`src/rtl/mem_arbiter.sv`:
```
// Round-robin arbiter sharing one line memory port between the I-cache and the D-cache.
// Memory strobes are registered; completion pulses are routed combinationally from mem_ready.
//
// state | meaning
// ------+----------------------------------------------------------
// IDLE  | no transaction in flight, arbitrating i_req / d_req
// GNT_I | I-cache owns the memory port until mem_ready
// GNT_D | D-cache owns the memory port until mem_ready
module mem_arbiter #(
   parameter int ADDR_W = 28,
   parameter int LINE_W = 128,
   parameter int CNT_W  = 16
) (
   input  logic              clk,
   input  logic              rst_n,
   input  logic              i_read,
   input  logic              i_write,
   input  logic [ADDR_W-1:0] i_addr,
   input  logic [LINE_W-1:0] i_wdata,
   output logic [LINE_W-1:0] i_rdata,
   output logic              i_ready,
   input  logic              d_read,
   input  logic              d_write,
   input  logic [ADDR_W-1:0] d_addr,
   input  logic [LINE_W-1:0] d_wdata,
   output logic [LINE_W-1:0] d_rdata,
   output logic              d_ready,
   output logic              mem_read,
   output logic              mem_write,
   output logic [ADDR_W-1:0] mem_addr,
   output logic [LINE_W-1:0] mem_wdata,
   input  logic [LINE_W-1:0] mem_rdata,
   input  logic              mem_ready,
   output logic [CNT_W-1:0]  stat_conflict,
   output logic [CNT_W-1:0]  stat_wait
);

   typedef enum logic [1:0] {
      IDLE  = 2'd0,
      GNT_I = 2'd1,
      GNT_D = 2'd2
   } state_t;

   localparam logic [CNT_W-1:0] CNT_ONE = {{(CNT_W-1){1'b0}}, 1'b1};
   localparam logic [CNT_W-1:0] CNT_MAX = {CNT_W{1'b1}};

   state_t state;
   logic   last_d;
   logic   i_req;
   logic   d_req;
   logic   pick_d;
   logic   conflict_hit;
   logic   wait_hit;

   assign i_req = i_read | i_write;
   assign d_req = d_read | d_write;

   // On contention the side that was not served last wins.
   assign pick_d = d_req & (~i_req | ~last_d);

   always_ff @(posedge clk or negedge rst_n) begin
      if (!rst_n) begin
         state     <= IDLE;
         last_d    <= 1'b0;
         mem_read  <= 1'b0;
         mem_write <= 1'b0;
         mem_addr  <= '0;
         mem_wdata <= '0;
      end else begin
         case (state)
            IDLE: begin
               if (pick_d) begin
                  state     <= GNT_D;
                  last_d    <= 1'b1;
                  mem_read  <= d_read;
                  mem_write <= d_write;
                  mem_addr  <= d_addr;
                  mem_wdata <= d_wdata;
               end else if (i_req) begin
                  state     <= GNT_I;
                  last_d    <= 1'b0;
                  mem_read  <= i_read;
                  mem_write <= i_write;
                  mem_addr  <= i_addr;
                  mem_wdata <= i_wdata;
               end
            end
            GNT_I, GNT_D: begin
               if (mem_ready) begin
                  state     <= IDLE;
                  mem_read  <= 1'b0;
                  mem_write <= 1'b0;
               end
            end
            default: begin
               state     <= IDLE;
               mem_read  <= 1'b0;
               mem_write <= 1'b0;
            end
         endcase
      end
   end

   assign i_ready = (state == GNT_I) & mem_ready;
   assign d_ready = (state == GNT_D) & mem_ready;
   assign i_rdata = mem_rdata;
   assign d_rdata = mem_rdata;

   // A pending side counts as waiting in every cycle it does not own the port, including IDLE.
   assign conflict_hit = (state == IDLE) & i_req & d_req;
   assign wait_hit     = (i_req & (state != GNT_I)) | (d_req & (state != GNT_D));

   always_ff @(posedge clk or negedge rst_n) begin
      if (!rst_n) begin
         stat_conflict <= '0;
         stat_wait     <= '0;
      end else begin
         if (conflict_hit && (stat_conflict != CNT_MAX)) begin
            stat_conflict <= stat_conflict + CNT_ONE;
         end
         if (wait_hit && (stat_wait != CNT_MAX)) begin
            stat_wait <= stat_wait + CNT_ONE;
         end
      end
   end

endmodule

```
`config.mk`:
```
export PLATFORM = sky130hd
export DESIGN_NAME = mem_arbiter
export DESIGN_NICKNAME = d
export VERILOG_FILES = /design/src/rtl/mem_arbiter.sv
export SDC_FILE = /design/constraint.sdc
export NUM_CORES = 1
export LEC_CHECK = 0
export CAP_MARGIN = 20
export CORE_AREA = 2 2 351 353
export DETAILED_ROUTE_END_ITERATION = 10
export DIE_AREA = 0 0 353 355
export PLACE_DENSITY = 0.39
export SLEW_MARGIN = 0
export SYNTH_ARGS = -nofsm -noshare
export SYNTH_HDL_FRONTEND = slang
export SYNTH_SLANG_ARGS = --single-unit
export TNS_END_PERCENT = 1
```
`constraint.sdc`:
```
create_clock -name clk -period 2.14 [get_ports clk]
set_clock_uncertainty 0.15 [all_clocks]
set_input_delay 0.214 -clock clk [delete_from_list [all_inputs] [get_ports clk]]
set_output_delay 0.214 -clock clk [all_outputs]
set_load 0.05 [all_outputs]
```
==> results.md <==
- Status: completed
- Top_reg_cell synth: dfrtp_1
- Setup TNS Final: 0 ns
- Post-Synthesis Net Count: 1566
- Placed cells: 3049
- Initial core utilization: 9.13%
- Gpl congestion: 0.715
- Total Die Area: 125000 um^2
- Site Rows: 128
- H-tree depth: 4
- NetSw: 13.5 mW
- Post-synth top area share: 43.6%
- Final WL: 48.8 mm
- Grt total ovfl: 0
- Cell Area, Synth: 11100 um^2
- Slew HR: between 60% and 70%
- Vias/cell: 2.82
- Number of cells on the critical path: 6
- Post-synth EDFFs: 0
- Startpoint class of the critical path: flop
- Post-route cell area: 17400 um^2
- Placed instance area: 16800 um^2
- Yosys cell types: 48
- Hold Crit Class: input port to asynchronous set/reset pin
- RSZ-0062 raised after global routing: false
- Crit-path max cell delay: 0.45 ns
- I/O pins: 895
- Delay-heaviest family, CP: compound AO/OA/AOI/OAI gates
- NumNets Final: between 1.5k and 2k
- F_max: ~500 MHz
- Final hold slack: 0.0595 ns
- Clock Root Buffer: clkbuf_16
- First-pass GRT wire length: 68.2 mm
- Pleak: approximately 7.5 nW
- Non-filler cells, final: 3083
- CP Cell Sequence: inv_1 > ha_1 > o21ba_2 > o2111a_1 > nor4b_2 > xor2_1
- Largest net degree at the start of global routing: 51
- Via count: roughly 8.7k
- 1st-iter DRT viols: 233
- Initial antenna violation count: 3
- Post-DP HPWL: just over 40 mm
- Yosys top cell by area: dfrtp_1
- Pwr Total: approximately 26 mW
- Synth Instances: between 1k and 1.5k
- Ys Warns: 0
- Mean routed wirelength per cell: 15.8 um
- Vias in the first global route: 9136
- Async set or reset register ratio after synthesis: 100%
- CTS sink count: 193
- Sw Share: a little over half
- Crit end category: flop
- Reg-to-reg critical path endpoint: stat_wait[7]
- CP bufs+invs: 1
- Tcrit/Tclk final: between 90% and 100%
- Syn Area/Cell: 9.95 um^2
- Combinational share of power: about 60%
- Final min period: 2.04 ns
- Gr usage total: 7.76%
- Worst slew pin tran: 0.576 ns
- Worst-Skew Late Latency: 0.53 ns
- Critical path's slowest cell: o21ba_2
- Worst-case clock buffer depth: 2
- Final Hold Fails: 0
- P_int: 12.4 mW
- Crit path DAT: 2.35 ns
- WP data required: 2.45 ns
- Seq pwr share: 24.5%
- VDD IR max: 0.000745 V
- Total iterations of the first detailed-routing run: 6
- Residual DRC: 0
- Clock Pin Slew Worst Setup and Hold Paths: approximately 0.080 ns
- Die height: ~360 um
- Fill cells: 13.9k
- Yosys reg bits: 193
- CTS tree: built
- Layout Area Growth over Synthesis: 57.0%
- Layout cell share with drive strength beyond 1: 14.8%
- CP Class: flop to flop
- DRT antenna net count: 0
- Commonest non-fill, non-tap cell in the layout: clkdlybuf4s50_1
- Worst r2r src: state[1]
- CTS Buf Count: 17
- Worst R2R Setup Slack: between 0.09 and 0.1 ns
- Path depth of the worst reg2reg path: 6
- Max_cap viols: 0
- Final-report setup violation count: 0
- Final Max Tran Viols: 0
- Port Buffers: 510
- Clock share of power: between 10 and 15%
- Ant diodes: 0
- Width of the chip: 353 um
- Most frequent cells in the layout: clkdlybuf4s50_1, dfrtp_1, nand2_1
- Register area share after synthesis: 43.6%
- Critical path peak fanout: 6
- Core box area: 121000 um^2
- Power Dens Cells: about 1500 nW/um^2
- Top cells by area, synth: dfrtp_1, buf_4, mux2i_1
[per-stage QoR]
| stage | utilization, % | worst slack (ns) |
|---|---|---|
| floorplan | - | -0.00404 |
| global placement | 13.9 | -0.151 |
| detailed placement | 13.9 | -0.143 |
| CTS | 14.3 | 0.00134 |
| global route | 14.3 | 0.000529 |
| finish | 14.3 | 0.0952 |
[repair_timing]
action                                  4_1_cts  5_1_grt
gates resized for setup                     132       14
endpoints found under the setup margin      132       18
pin swaps                                     0        2
hold endpoints to repair                    193        0
hold buffers                                  1        0
setup buffers                                 0        1
[registers in the layout (all words and copies together), names as in the netlist]
signal / cells
mem_wdata: 128
mem_addr: 28
stat_conflict: 16
stat_wait: 16
state: 2
last_d: 1
mem_read: 1
mem_write: 1
[cells in the mapped netlist (all sizes together) (2+ instances only)]
cell type,number
xor2,12
nand3,10
dfrtp,193
nand2b,3
nand4,13
ha,5
a31oi,2
and3,4
and2,2
nor3b,2
clkbuf,16
inv,5
a21oi,5
o21ai,161
buf,293
nand2,166
o21a,2
xnor2,9
mux2,4
nand4b,2
nor3,4
and4,5
mux2i,159
nor4,5
o2111ai,2
nor2,16
o21ba,2
[power by group through the flow]
stage                     logic, mW  registers [mW]  clock network (mW)
final                          15.8            6.31                3.71
after global routing           17.0            6.57                4.08
after CTS                      16.3            6.37                3.98
after detailed placement       17.0            6.45                   0
after global placement         17.0            6.43                   0
after floorplan                5.52            12.0                   0
[kinds of logic after synthesis]
logic type      Yosys count  share of synthesized area (%)
flops                   193                           43.6
xor+xnor                 21                           1.66
simple gates            235                           9.55
fa+ha+maj                 5                          0.564
mux                     163                           14.8
compound gates          183                           8.97
buf+inv                 314                           20.9
[worst register-to-register path, stage by stage (launching register included)]
cell      delay, ns
dfrtp_1        0.37
inv_1          0.09
ha_1           0.20
o21ba_2        0.45
o2111a_1       0.31
nor4b_2        0.25
xor2_1         0.17
[worst max path at each step]
stage,startpoint,endpoint,slack (ns)
after global routing,mem_wdata[106],mem_wdata[106],0.0005
after global placement,d_write,mem_wdata[121],-0.15
after detailed placement,i_read,mem_wdata[67],-0.14
after CTS,mem_addr[7],mem_addr[7],0.001
after floorplan,stat_wait[0],stat_wait[9],-0.004
final,state[1],stat_wait[7],0.1
[metal layers]
layer	routed length, um	track usage, %	up-vias
li1	-	-	4184
met1	19200	8.45	3894
met2	22000	11.9	489
met3	5530	4.41	131
met4	2000	4.19	4
met5	104	0.491	-
[layout make-up]
type                            instances  area, um^2  share of cell area (%)
Inverter                                5        18.8                   0.108
Timing Repair Buffer                  621        5870                    33.7
Sequential cell                       193        4830                    27.8
Multi-Input combinational cell        607        4020                    23.1
Clock buffer                           20         457                    2.62
Tap cell                             1625        2030                    11.7
Clock inverter                         12         173                   0.992
No activity file was read; power rests on OpenSTA's default activity.
